<file path="src/rtl/wos_pkg.sv">
// Shared definitions for the weighted order-statistic selector: FSM encoding and
// width helpers used to derive the weight-sum/rank width.
package wos_pkg;

   typedef enum logic [1:0] {
      ST_IDLE = 2'd0,
      ST_RUN  = 2'd1,
      ST_DONE = 2'd2
   } state_e;

   function automatic int clog2(input int v);
      int r;
      r = 0;
      while ((1 << r) < v) begin
         r = r + 1;
      end
      return r;
   endfunction

   // Weight sum of N WB-bit weights plus one spare bit so rank can exceed the total
   function automatic int sw_calc(input int wb, input int n);
      return wb + clog2(n) + 1;
   endfunction

endpackage

</file>
<file path="src/rtl/wos_rank_select_if.sv">
// Window/weights/rank request channel and result channel of the rank selector.
interface wos_rank_select_if
   import wos_pkg::*;
#(
   parameter int BITS = 8,
   parameter int N    = 3,
   parameter int WB   = 4
);
   localparam int SW = sw_calc(WB, N);

   logic                in_valid;
   logic                in_ready;
   logic [BITS*N-1:0]   window;
   logic [WB*N-1:0]     weights;
   logic [SW-1:0]       rank;
   logic                out_valid;
   logic                out_ready;
   logic [BITS-1:0]     out_data;
   logic                out_err;

   modport slave (
      input  in_valid, window, weights, rank, out_ready,
      output in_ready, out_valid, out_data, out_err
   );

   modport master (
      output in_valid, window, weights, rank, out_ready,
      input  in_ready, out_valid, out_data, out_err
   );
endinterface

</file>
<file path="src/rtl/wos_weight_sum.sv">
// Combinational sum of N WB-bit weights, each gated by its enable bit.
module wos_weight_sum
   import wos_pkg::*;
#(
   parameter int  N  = 3,
   parameter int  WB = 4,
   localparam int SW = sw_calc(WB, N)
) (
   input  logic [WB*N-1:0] weights_i,
   input  logic [N-1:0]    en_i,
   output logic [SW-1:0]   sum_o
);

   // Masked accumulation; SW bits cannot overflow for N full-scale weights
   always_comb begin
      sum_o = '0;
      for (int i = 0; i < N; i++) begin
         if (en_i[i]) begin
            sum_o = sum_o + SW'(weights_i[WB*i +: WB]);
         end else begin
            sum_o = sum_o;
         end
      end
   end

endmodule

</file>
<file path="src/rtl/wos_rank_select.sv">
// Weighted order-statistic selector: MSB-first bit-serial radix select over one
// N-sample window, resolving one result bit per cycle.
module wos_rank_select
   import wos_pkg::*;
#(
   parameter int BITS = 8,
   parameter int N    = 3,
   parameter int WB   = 4
) (
   input  logic             clk,
   input  logic             rst,
   wos_rank_select_if.slave bus
);

   localparam int SW = sw_calc(WB, N);
   localparam int CW = (clog2(BITS) < 1) ? 1 : clog2(BITS);

   state_e              state_q, state_d;
   logic [BITS*N-1:0]   window_q, window_d;
   logic [WB*N-1:0]     weights_q, weights_d;
   logic [SW-1:0]       r_q, r_d;
   logic [N-1:0]        active_q, active_d;
   logic [CW-1:0]       bit_idx_q, bit_idx_d;
   logic [BITS-1:0]     result_q, result_d;
   logic [BITS-1:0]     out_data_q, out_data_d;
   logic                out_err_q, out_err_d;

   logic [SW-1:0]       total_s;
   logic [SW-1:0]       z_s;
   logic [N-1:0]        bit_b_s;
   logic [N-1:0]        z_en_s;
   logic [N-1:0]        nz_s;
   logic                bit_res_s;

   // Current bit plane of the stored window and the nonzero-weight mask of the request
   always_comb begin
      bit_b_s = '0;
      nz_s    = '0;
      for (int i = 0; i < N; i++) begin
         bit_b_s[i] = window_q[BITS*i + int'(bit_idx_q)];
         nz_s[i]    = |bus.weights[WB*i +: WB];
      end
      z_en_s = active_q & ~bit_b_s;
   end

   wos_weight_sum #(.N(N), .WB(WB)) u_total (
      .weights_i (bus.weights),
      .en_i      ({N{1'b1}}),
      .sum_o     (total_s)
   );

   // z = weight of surviving candidates whose current bit is 0
   wos_weight_sum #(.N(N), .WB(WB)) u_zero (
      .weights_i (weights_q),
      .en_i      (z_en_s),
      .sum_o     (z_s)
   );

   // Next-state and datapath update
   always_comb begin
      state_d    = state_q;
      window_d   = window_q;
      weights_d  = weights_q;
      r_d        = r_q;
      active_d   = active_q;
      bit_idx_d  = bit_idx_q;
      result_d   = result_q;
      out_data_d = out_data_q;
      out_err_d  = out_err_q;
      bit_res_s  = 1'b0;
      case (state_q)
         ST_IDLE: begin
            if (bus.in_valid) begin
               window_d  = bus.window;
               weights_d = bus.weights;
               r_d       = bus.rank;
               result_d  = '0;
               if (bus.rank >= total_s) begin
                  active_d   = '0;
                  out_data_d = '0;
                  out_err_d  = 1'b1;
                  state_d    = ST_DONE;
               end else begin
                  active_d  = nz_s;
                  bit_idx_d = CW'(BITS - 1);
                  state_d   = ST_RUN;
               end
            end else begin
               state_d = ST_IDLE;
            end
         end
         ST_RUN: begin
            // Rank falls among the zero-bit candidates, or skip past them
            if (r_q < z_s) begin
               bit_res_s = 1'b0;
               active_d  = active_q & ~bit_b_s;
            end else begin
               bit_res_s = 1'b1;
               r_d       = r_q - z_s;
               active_d  = active_q & bit_b_s;
            end
            result_d = {result_q[BITS-2:0], bit_res_s};
            if (bit_idx_q == '0) begin
               out_data_d = {result_q[BITS-2:0], bit_res_s};
               out_err_d  = 1'b0;
               state_d    = ST_DONE;
            end else begin
               bit_idx_d = bit_idx_q - 1'b1;
            end
         end
         ST_DONE: begin
            if (bus.out_ready) begin
               state_d = ST_IDLE;
            end else begin
               state_d = ST_DONE;
            end
         end
         default: begin
            state_d = ST_IDLE;
         end
      endcase
   end

   // State and datapath registers
   always_ff @(posedge clk or negedge rst) begin
      if (!rst) begin
         state_q    <= ST_IDLE;
         window_q   <= '0;
         weights_q  <= '0;
         r_q        <= '0;
         active_q   <= '0;
         bit_idx_q  <= '0;
         result_q   <= '0;
         out_data_q <= '0;
         out_err_q  <= 1'b0;
      end else begin
         state_q    <= state_d;
         window_q   <= window_d;
         weights_q  <= weights_d;
         r_q        <= r_d;
         active_q   <= active_d;
         bit_idx_q  <= bit_idx_d;
         result_q   <= result_d;
         out_data_q <= out_data_d;
         out_err_q  <= out_err_d;
      end
   end

   assign bus.in_ready  = (state_q == ST_IDLE);
   assign bus.out_valid = (state_q == ST_DONE);
   assign bus.out_data  = out_data_q;
   assign bus.out_err   = out_err_q;

endmodule

</file>
<file path="src/flat_wrapper.sv">
// flat-port wrapper written by rule: the top's interface ports become plain ports
module wos_rank_select_flat import wos_pkg::*;
#(
   parameter int BITS = 8,
   parameter int N    = 3,
   parameter int WB   = 4
)
  (clk, rst, bus_in_valid, bus_window, bus_weights, bus_rank, bus_out_ready, bus_in_ready, bus_out_valid, bus_out_data, bus_out_err);
  wos_rank_select_if #(.BITS(BITS), .N(N), .WB(WB)) bus_i ();
  input  logic clk;
  input  logic rst;
  input wire logic [$bits(bus_i.in_valid)-1:0] bus_in_valid;
  input wire logic [$bits(bus_i.window)-1:0] bus_window;
  input wire logic [$bits(bus_i.weights)-1:0] bus_weights;
  input wire logic [$bits(bus_i.rank)-1:0] bus_rank;
  input wire logic [$bits(bus_i.out_ready)-1:0] bus_out_ready;
  output wire logic [$bits(bus_i.in_ready)-1:0] bus_in_ready;
  output wire logic [$bits(bus_i.out_valid)-1:0] bus_out_valid;
  output wire logic [$bits(bus_i.out_data)-1:0] bus_out_data;
  output wire logic [$bits(bus_i.out_err)-1:0] bus_out_err;
  assign bus_i.in_valid = bus_in_valid;
  assign bus_i.window = bus_window;
  assign bus_i.weights = bus_weights;
  assign bus_i.rank = bus_rank;
  assign bus_i.out_ready = bus_out_ready;
  assign bus_in_ready = bus_i.in_ready;
  assign bus_out_valid = bus_i.out_valid;
  assign bus_out_data = bus_i.out_data;
  assign bus_out_err = bus_i.out_err;
  wos_rank_select #(.BITS(BITS), .N(N), .WB(WB)) u_core (.clk(clk), .rst(rst), .bus(bus_i));
endmodule
</file>
<file path="config.mk">
export PLATFORM = sky130hd
export DESIGN_NAME = wos_rank_select_flat
export DESIGN_NICKNAME = d
export VERILOG_FILES = /design/src/rtl/wos_pkg.sv /design/src/rtl/wos_rank_select_if.sv /design/src/rtl/wos_weight_sum.sv /design/src/rtl/wos_rank_select.sv /design/src/flat_wrapper.sv
export SDC_FILE = /design/constraint.sdc
export NUM_CORES = 1
export LEC_CHECK = 0
export ABC_CLOCK_PERIOD_IN_PS = 4840
export BUFFER_PORTS_ARGS = -buffer_cell sky130_fd_sc_hd__buf_2
export CAP_MARGIN = 20
export CORE_MARGIN = 4
export CORE_UTILIZATION = 49
export CTS_BUF_LIST = sky130_fd_sc_hd__clkbuf_2
export DETAILED_ROUTE_END_ITERATION = 10
export PLACE_DENSITY = 0.73
export RECOVER_POWER = 50
export SLEW_MARGIN = 30
export SYNTH_ARGS = -nofsm -noshare
export SYNTH_HDL_FRONTEND = slang
export SYNTH_SLANG_ARGS = --single-unit
</file>
<file path="constraint.sdc">
create_clock -name clk -period 4.84 [get_ports clk]
set_clock_uncertainty 0.15 [all_clocks]
set_input_delay 0.726 -clock clk [delete_from_list [all_inputs] [get_ports clk]]
set_output_delay 0.726 -clock clk [all_outputs]
set_load 0.03 [all_outputs]
</file>
==> results.toml, run 1 <==
[synth]
synth_top_family_by_area = "simple AND/OR/NAND/NOR gates"
yosys.area_share.simple_pct = 18.9
synth.area.mux_share_pct = 9.81
synth_fa_ha_area_share_pct = 11.9
synth.avg_cell_area_um2 = 9.78
synthCells = 407
yosysTopAreaCell = "dfrtp_1"
ys_ff_latch = 67
syn_area_mm2 = 0.00398
async_flop_share_pct = 100
ys_warn_count = 0
synth_compound_area_share_pct = 11.7
synth-seq-area-share_pct = 42.1
ys_top_cells_by_area = "dfrtp_1 (42%), nand2_1 (12%), ha_1 (7.9%)"
synth-xor-area-share_pct = 2.42
synth_cell_type_count = 55
yosysTopAreaCellShare_pct = 42.1
synth_nets = 487
synthFlopType = "dfrtp_1"
synth_edf_count = 0

[grt]
first_global_vias = 3225
grt_pass1_wl_mm = 14.9
grt_use_total_pct = 19.0
grt_overflow = 0
grt_max_degree = 45
antenna_found_initial = 0

[timing]
timing.final.ws_setup_ns = -0.00382
finalHoldViolations = 0
maxSlewViolCount = 45
setup_tns_ns = -0.00687
period_minus_slack_ns = 4.84
timing.hold.ws_ns = 0.258
period_share_pct = 100
setup_viol = 2
rsz0062_at_grt = "true"
relSlewSlack_pct = -55.9
clock.fmax_ghz = 0.206
worstMarginPinSlew_ns = 2.34

[outcome]
violations = "max-capacitance violations, max-slew violations, negative setup slack"
status = "complete, but fails checks"

[place]
place_hpwl_mm = 6.62
portBuffers = 57
globalplace.congestion = 0.969
dpl_cell_area_mm2 = 0.00441
dp_slack_ns = -0.0352

[drt]
dr.pass1.iters = 4
routed_wl_mm = 8.65
via_count = 3060
drc = 0
drt_iter0_markers = 161
ant_nets = 0
via_per_inst = 5.28
wl_per_cell_um = 14.9

[worst_setup_path]
crit_path_max_fanout = 7
path_class = "reg2reg"
arrival_ns = 5.09
cp_data_required_time_ns = 5.09
cp-start-kind = "flip-flop"
rrSetupSlack_ns = -0.004
crit_path_end_kind = "flip-flop"

[clock_network]
clk_pin_slew_ns = 0.19
cts_htree_levels = 3
cts_buffer_depth = 2
cts_tree = "yes"
cts_root_buffer = "clkbuf_2"
insertion_delay_ns = 0.50
clock_sinks = 67
cts_made_buffers = 9

[die]
fp.dieH_um = 98.1
io-pin-count = 58
die_area_mm2 = 0.00963
fp.dieW_um = 98.1
core_mm2 = 0.00781
row_count = 32
start_util_pct = 51.0

[finish]
multi_input_area_mm2 = 0.00225
drive_gt1_share_pct = 24.3
fin_util_pct = 59.2
seqCellArea_mm2 = 0.00168
antenna_cells = 0
fin_nets = 553
fill_cells = 703
area_growth_pct = 16.2
final_area_mm2 = 0.00462

[min_path]
hold_path.class = "in2reg"

[power_and_ir_drop]
power_leakage_nw = 2.49
p_per_area_mw_per_mm2 = 614
peakVddDrop_v = 0.000252

[flow_run]
drv_cap = 1
-- final timing paths --
| kind | start | end | cells past startpoint |
|---|---|---|---|
| max | u_core.bit_idx_q[0] | u_core.r_q[4] | 20 |
| min | bus_window[4] | u_core.window_q[4] | 3 |
| max reg2reg | u_core.bit_idx_q[0] | u_core.r_q[4] | 20 |
| min reg2reg | u_core.result_q[5] | u_core.result_q[5] | 1 |
| max in group asynchronous | rst | u_core.window_q[13] | 2 |
| min in group asynchronous | rst | u_core.r_q[2] | 1 |
-- kinds of logic (layout without fill, tap and decap cells) --
logic type	Yosys count	after routing
simple gates	172	172
fa+ha+maj	33	33
mux	28	28
compound gates	66	66
flops	67	67
buf+inv	30	101
xor+xnor	11	11
-- metal layers --
| metal | vias up | part of all wire [%] | GRT usage (%) |
|---|---|---|---|
| met2 | 73 | 50 | 32.6 |
| met4 | 0 | 1.2 | 5.32 |
| met1 | 1455 | 44 | 24.2 |
| met3 | 9 | 5.2 | 4.07 |
| met5 | - | 0 | 0 |
| li1 | 1523 | - | - |
-- timing repair --
item / 4_1_cts / 5_1_grt
gates cloned: 0 / 0
endpoints found under the setup margin: 5 / 12
hold buffers: 0 / 0
gates resized for setup: 1 / 14
pin swaps: 0 / 12
hold endpoints to repair: 0 / 0
setup buffers: 0 / 2
-- critical path, stage by stage, from the launching register on --
cell and delay, ns:
dfrtp_1 0.40, mux4_2 0.50, nor2_2 0.13, or2_4 0.15
and3_4 0.19, ha_4 0.12, inv_2 0.03, fa_2 0.35
xor2_1 0.15, mux2i_1 0.20, ha_1 0.32, a21o_1 0.21
a21oi_2 0.11, nor2_1 0.06, xor2_1 0.15, ha_1 0.34
o211ai_1 0.12, a21o_1 0.18, a21o_1 0.21, o21ai_4 0.32
mux2_4 0.33
-- flip-flops by register name, summed over array words and instances (netlist names) --
| register | cells |
|---|---|
| u_core.bit_idx_q | 3 |
| u_core.state_q | 2 |
| u_core.weights_q | 12 |
| u_core.r_q | 7 |
| u_core.bus.out_err | 1 |
| u_core.bus.out_data | 8 |
| u_core.active_q | 3 |
| u_core.window_q | 24 |
| u_core.result_q | 7 |
-- cells in the mapped netlist (all sizes together) (2+ instances only) --
cell type,n
nand2,124
dfrtp,67
ha,25
a21o,18
inv,16
mux2,15
a21oi,13
nor2,13
clkbuf,10
o21ai,10
fa,8
mux2i,8
and2,6
nor3,6
xnor2,6
mux4,5
nand2b,5
nor2b,5
xor2,5
and3,4
buf,4
o211ai,4
a211oi,3
o21a,3
o31ai,3
or4,3
a211o,2
nand3,2
o22ai,2
-- where the power goes --
group	total, mW	internal (mW)	switching, mW
Clock	0.376	0.169	0.207
Sequential	0.930	0.777	0.153
Combinational	1.53	0.699	0.833
Total	2.84	1.65	1.19
-- layout by cell type, fill, tap and decap left out, types with 3 or more instances in the layout --
cell and n:
nand2_1 122, dfrtp_1 67, buf_2 56, ha_1 24
a21o_1 18, inv_1 14, nor2_1 12, buf_4 11
a21oi_1 10, clkbuf_2 9, o21ai_0 7, mux2_1 7
xnor2_1 6, and2_1 6, fa_1 6, nand2b_1 5
mux4_2 5, xor2_1 5, mux2i_1 5, nor3_1 5
mux2_4 5, nor2b_1 4, mux2_2 3, o211ai_1 3
o21a_1 3, a211oi_1 3, or4_1 3, o31ai_1 3
-- per-stage QoR --
step | std cells | total power, mW
5_1_grt | 580 | 3.10
3_5_place_dp | 562 | 2.41
6_report | 580 | 2.84
2_1_floorplan | 407 | 2.03
3_3_place_gp | 562 | 2.36
4_1_cts | 578 | 2.81
-- area by class of cell --
| class | count | share of cell area (%) |
|---|---|---|
| Multi-Input combinational cell | 310 | 48.7 |
| Sequential cell | 67 | 36.3 |
| Timing Repair Buffer | 69 | 8.01 |
| Tap cell | 102 | 2.76 |
| Clock inverter | 7 | 2.00 |
| Inverter | 16 | 1.30 |
| Clock buffer | 9 | 0.975 |
Note: power is estimated with default switching activity, not from simulation.
==> run 2: changes to the inputs <==
--- a/config.mk
+++ b/config.mk
@@ -5,6 +5,7 @@
 export SDC_FILE = /design/constraint.sdc
 export NUM_CORES = 1
 export LEC_CHECK = 0
+export ABC_AREA = 1
 export ABC_CLOCK_PERIOD_IN_PS = 4840
 export BUFFER_PORTS_ARGS = -buffer_cell sky130_fd_sc_hd__buf_2
 export CAP_MARGIN = 20
@@ -12,7 +13,7 @@
 export CORE_UTILIZATION = 49
 export CTS_BUF_LIST = sky130_fd_sc_hd__clkbuf_2
 export DETAILED_ROUTE_END_ITERATION = 10
-export PLACE_DENSITY = 0.73
+export PLACE_DENSITY = 0.72
 export RECOVER_POWER = 50
 export SLEW_MARGIN = 30
 export SYNTH_ARGS = -nofsm -noshare
==> run 2 against run 1 <==
  * The flow finishes with violations (max-capacitance violations, max-slew violations)
  * Final area increased by 0.87%
  * First-iteration DRC count increased by 2.5%
  * Register-to-register slack improved by 0.37 ns
  * Via count increased by 14%
  * Count of clock-buffer cells in the layout unchanged
  * Utilization decreased by 3.0 points
  * Critical path depth increased by 9
  * Sequential power increased by 0.9%
  * Synthesized area increased by 5.8%
  * Critical path type unchanged
  * Highest routed layer unchanged
==> results.toml, run 2 <==
[finish]
drive_gt1_share_pct = 19.8
largest_reg_flops = 24
mostFrequentLayoutCells = "nand2_1 (159), inv_1 (67), dfrtp_1 (65)"
area_growth_pct = 10.7
regMostFlops = "u_core.window_q"
final_area_mm2 = 0.00466
instances_no_fill = 687
layout_commonest_cell = "nand2_1"
fin_util_pct = 56.2
antenna_cells = 0
fin_nets = 658

[synth]
synth_cell_type_count = 40
syn_area_mm2 = 0.00421
synth_nets = 604
ys_ff_latch = 67
async_flop_share_pct = 100
yosysTopAreaCell = "dfrtp_1"
synth_edf_count = 0
synthFlopType = "dfrtp_1"
yosysMostFrequentCell = "nand2_1"
yosysTopAreaCellShare_pct = 39.8
synth-seq-area-share_pct = 39.8
synthCells = 524
netlist_top_cells_count = "nand2_1 (159), dfrtp_1 (67), inv_1 (67)"
synth.avg_cell_area_um2 = 8.03
ys_top_cells_by_area = "dfrtp_1 (40%), nand2_1 (14%), ha_1 (7.4%)"
ys_warn_count = 0

[timing]
clock.fmax_ghz = 0.223
period_minus_slack_ns = 4.48
timing.final.ws_setup_ns = 0.363
maxSlewViolCount = 70
setup_tns_ns = 0
worstMarginPinSlew_ns = 1.82
setup_viol = 0
timing.hold.ws_ns = 0.258
period_share_pct = 92.5
finalHoldViolations = 0
rsz0062_at_grt = "false"
relSlewSlack_pct = -21.4

[worst_setup_path]
cp_data_required_time_ns = 5.11
crit_top_cell = "nand3_1"
slowest_delay_ns = 0.51
path_class = "reg2reg"
path_delay_family = "simple AND/OR/NAND/NOR gates"
cp-start-kind = "flip-flop"
cpMaxStageDelayCell = "dfrtp_2"
crit_buf_inv = 5
crit_path_end_kind = "flip-flop"
crit_path_max_fanout = 12
arrival_ns = 4.75

[grt]
grt_overflow = 0
grt_use_total_pct = 19.6
grt_pass1_wl_mm = 15.9
first_global_vias = 3447
antenna_found_initial = 0
grt_max_degree = 48

[min_path]
hold_path.class = "in2reg"

[place]
dp_slack_ns = 0.313
place_hpwl_mm = 7.05
globalplace.congestion = 0.857
portBuffers = 57
place_inst = 670
dpl_cell_area_mm2 = 0.00451

[power_and_ir_drop]
finalPower_mw = 2.88
power_leakage_nw = 2.56
p_per_area_mw_per_mm2 = 618
peakVddDrop_v = 0.000312

[drt]
via_per_inst = 5.09
drt_iter0_markers = 165
routed_wl_mm = 9.22
via_count = 3500
ant_nets = 0
drc = 0
wl_per_cell_um = 13.4
dr.pass1.iters = 5

[clock_network]
clk_pin_slew_ns = 0.21
clock_sinks = 67
cts_htree_levels = 3
cts_root_buffer = "clkbuf_2"
cts_buffer_depth = 2
cts_tree = "yes"
insertion_delay_ns = 0.50
cts_made_buffers = 9

[die]
start_util_pct = 50.7
fp.dieW_um = 101
core_mm2 = 0.00830
io-pin-count = 58
die_area_mm2 = 0.0101
row_count = 33
fp.dieH_um = 101

[flow_run]
drv_cap = 2

[outcome]
violations = "max-capacitance violations, max-slew violations"
status = "complete, but fails checks"
## run 2: changes by cell type after synthesis, sizes merged, moves of 7 or more
cell | before | now
inv | 16 | 74
nand2 | 124 | 169
nand3 | 2 | 47
o21ai | 10 | 53
a21o | 18 | 1
mux2 | 15 | 0
buf | 4 | 15
clkbuf | 10 | 3
mux2i | 8 | 1
## run 2: worst register-to-register path, delay by kind of cell, from the launching register on
| family | cells | cell delay (ns) |
|---|---|---|
| AO/OA/AOI/OAI | 2 | 0.23 |
| XOR/XNOR | 1 | 0.18 |
| AND/OR/NAND/NOR | 17 | 1.64 |
| adder cells (fa/ha/maj) | 4 | 1.31 |
| flip-flops | 1 | 0.51 |
| buffers and inverters | 5 | 0.39 |
## run 2: report_power, final
| group | leakage (nW) | internal [mW] | switching, mW |
|---|---|---|---|
| sequential | 0.839 | 0.780 | 0.158 |
| combinational | 1.64 | 0.565 | 0.996 |
| clock | 0.0784 | 0.170 | 0.214 |
| total | 2.56 | 1.51 | 1.37 |
## run 2: layer usage
| metal | vias up | routed length [µm] | track usage [%] |
|---|---|---|---|
| li1 | 1777 | - | - |
| met1 | 1632 | 4370 | 27.1 |
| met2 | 74 | 4240 | 30.6 |
| met3 | 17 | 401 | 3.46 |
| met4 | 0 | 216 | 7.46 |
| met5 | - | 0 | 0 |
## run 2: worst paths after layout
check,slack [ns],from,to,depth (start not counted)
max,0.36,u_core.bit_idx_q[0],u_core.r_q[5],29
max in group asynchronous,1.45,rst,u_core.bit_idx_q[1],2
min reg2reg,0.35,u_core.bus.out_data[6],u_core.bus.out_data[6],2
min in group asynchronous,0.52,rst,u_core.bus.out_data[1],1
min,0.26,bus_window[15],u_core.window_q[15],3
max reg2reg,0.36,u_core.bit_idx_q[0],u_core.r_q[5],29
## run 2: cell type report
type,count,area (µm²)
Clock buffer,9,45.0
Tap cell,105,131
Clock inverter,6,90.1
Sequential cell,67,1680
Timing Repair Buffer,61,310
Multi-Input combinational cell,365,2130
Inverter,74,280
Fill cell,754,3640
## run 2: timing repair
item                       CTS  global route
hold buffers                 0             0
buffers inserted             0             2
setup endpoints to repair    0             9
resized for setup            0             4
## run 2: cells by family after synthesis
group                      share of synthesized area [%]
xor gates and xnor gates                            2.08
muxes                                              0.238
and+or+nand+nor                                     26.1
adders and majority gates                           11.2
buffers and inverters                               9.63
AOI/OAI and AO/OA                                   10.9
DFF                                                 39.8
==> run 3: changes to the inputs <==
--- a/config.mk
+++ b/config.mk
@@ -13,7 +13,7 @@
 export CORE_UTILIZATION = 49
 export CTS_BUF_LIST = sky130_fd_sc_hd__clkbuf_2
 export DETAILED_ROUTE_END_ITERATION = 10
-export PLACE_DENSITY = 0.72
+export PLACE_DENSITY_LB_ADDON = 0.08
 export RECOVER_POWER = 50
 export SLEW_MARGIN = 30
 export SYNTH_ARGS = -nofsm -noshare
==> run 3 against run 2 <==
  * Sequential power grew 0.5%
  * Global-route usage shrank 0.22 points
  * Non-clock buffer count grew 3
  * Sequential share of layout area is essentially flat
  * Clock power shrank 14%
  * Final area is essentially flat
  * The flow still finishes with violations (max-capacitance violations, max-slew violations)
==> results.toml, run 3 (synthesis results as in run 2) <==
[timing]
maxSlewViolCount = 70
setup_tns_ns = 0
worstMarginPinSlew_ns = 1.87
timing.hold.ws_ns = 0.268
setup_viol = 0
relSlewSlack_pct = -24.9
period_share_pct = 90.4
timing.final.ws_setup_ns = 0.467
period_minus_slack_ns = 4.37
clock.fmax_ghz = 0.229
finalHoldViolations = 0
rsz0062_at_grt = "false"

[place]
place_hpwl_mm = 6.98
globalplace.congestion = 0.837
dpl_cell_area_mm2 = 0.00451
portBuffers = 57
dp_slack_ns = 0.173
place_inst = 669

[worst_setup_path]
cpMaxStageDelayCell = "dfrtp_2"
path_class = "reg2reg"
rr_startpoint = "u_core.bit_idx_q[0]"
cp-start-kind = "flip-flop"
cp_data_required_time_ns = 5.12
arrival_ns = 4.65
crit_path_max_fanout = 11
slowest_delay_ns = 0.50
crit_path_end_kind = "flip-flop"
rrSetupSlack_ns = 0.47
cp-startpoint = "u_core.bit_idx_q[0]"

[finish]
fin_nets = 661
layout_commonest_cell = "nand2_1"
largest_reg_flops = 24
final_area_mm2 = 0.00466
area_growth_pct = 10.7
regMostFlops = "u_core.window_q"
mostFrequentLayoutCells = "nand2_1 (159), inv_1 (67), dfrtp_1 (65)"
antenna_cells = 0
drive_gt1_share_pct = 20.5
fin_util_pct = 56.2
instances_no_fill = 691

[min_path]
hold_start = "bus_window[16]"
hold_path.class = "in2reg"

[drt]
dr.pass1.iters = 5
via_per_inst = 4.98
wl_per_cell_um = 13.5
drt_iter0_markers = 170
routed_wl_mm = 9.33
drc = 0
ant_nets = 0
via_count = 3443

[flow_run]
drv_cap = 2

[clock_network]
cts_buffer_depth = 2
cts_made_buffers = 9
insertion_delay_ns = 0.49
cts_htree_levels = 3
clk_pin_slew_ns = 0.19
cts_root_buffer = "clkbuf_2"
clock_sinks = 67
cts_tree = "yes"

[grt]
first_global_vias = 3331
grt_use_total_pct = 19.4
antenna_found_initial = 0
grt_overflow = 0
grt_pass1_wl_mm = 15.6
grt_max_degree = 48

[die]
core_mm2 = 0.00830
fp.dieW_um = 101
io-pin-count = 58
start_util_pct = 50.7
fp.dieH_um = 101
die_area_mm2 = 0.0101
row_count = 33

[power_and_ir_drop]
power_leakage_nw = 2.57
peakVddDrop_v = 0.000330
finalPower_mw = 2.86
p_per_area_mw_per_mm2 = 615

[outcome]
violations = "max-capacitance violations, max-slew violations"
status = "complete, but fails checks"
run 3: cell count changes in the layout (fill, tap and decap cells not counted), sizes merged:
cell,change
bufinv,-1
inv,-1
clkinv,+2
clkbuf,+3
clkinvlp,-1
buf,+2
run 3: layer usage:
metal | vias to the layer above | GRT usage [%] | wire length (µm)
li1 | 1783 | - | -
met1 | 1597 | 28.1 | 4540
met2 | 58 | 30.0 | 4260
met3 | 5 | 4.08 | 450
met4 | 0 | 4.04 | 77
met5 | - | 0 | 0
run 3: final timing paths:
kind                                                to  cells after the start
worst max-delay path                     u_core.r_q[5]                     29
worst min-delay path               u_core.window_q[16]                      3
worst max register to register           u_core.r_q[5]                     29
worst min register to register  u_core.bus.out_data[6]                      2
max in group asynchronous          u_core.bit_idx_q[1]                      2
min in group asynchronous          u_core.window_q[11]                      1
run 3: final cells by class:
class	instances	area [µm²]
fill	774	3640
multi-input combinational	365	2130
sequential	67	1680
timing repair buffer	64	330
inverter	74	283
tap	105	131
clock buffer	11	55.1
clock inverter	5	53.8
run 3: power breakdown:
group          total, mW  switching, mW  internal [mW]
Sequential         0.943          0.162          0.781
Combinational       1.59           1.00          0.593
Clock              0.329          0.207          0.122
Total               2.86           1.37           1.50
run 3: what timing repair did:
action / CTS / global route
setup endpoints to repair: 0 / 11
gates resized for setup: 0 / 6
hold buffers: 0 / 0
buffers inserted: 0 / 6
run 3: worst max-delay path: cells and delay by family (launching register included):
family	cells	cell delay [ns]
AO/OA/AOI/OAI	2	0.24
XOR/XNOR	2	0.33
adder cells (fa/ha/maj)	4	1.25
buffers and inverters	4	0.32
flip-flops	1	0.50
AND/OR/NAND/NOR	17	1.53
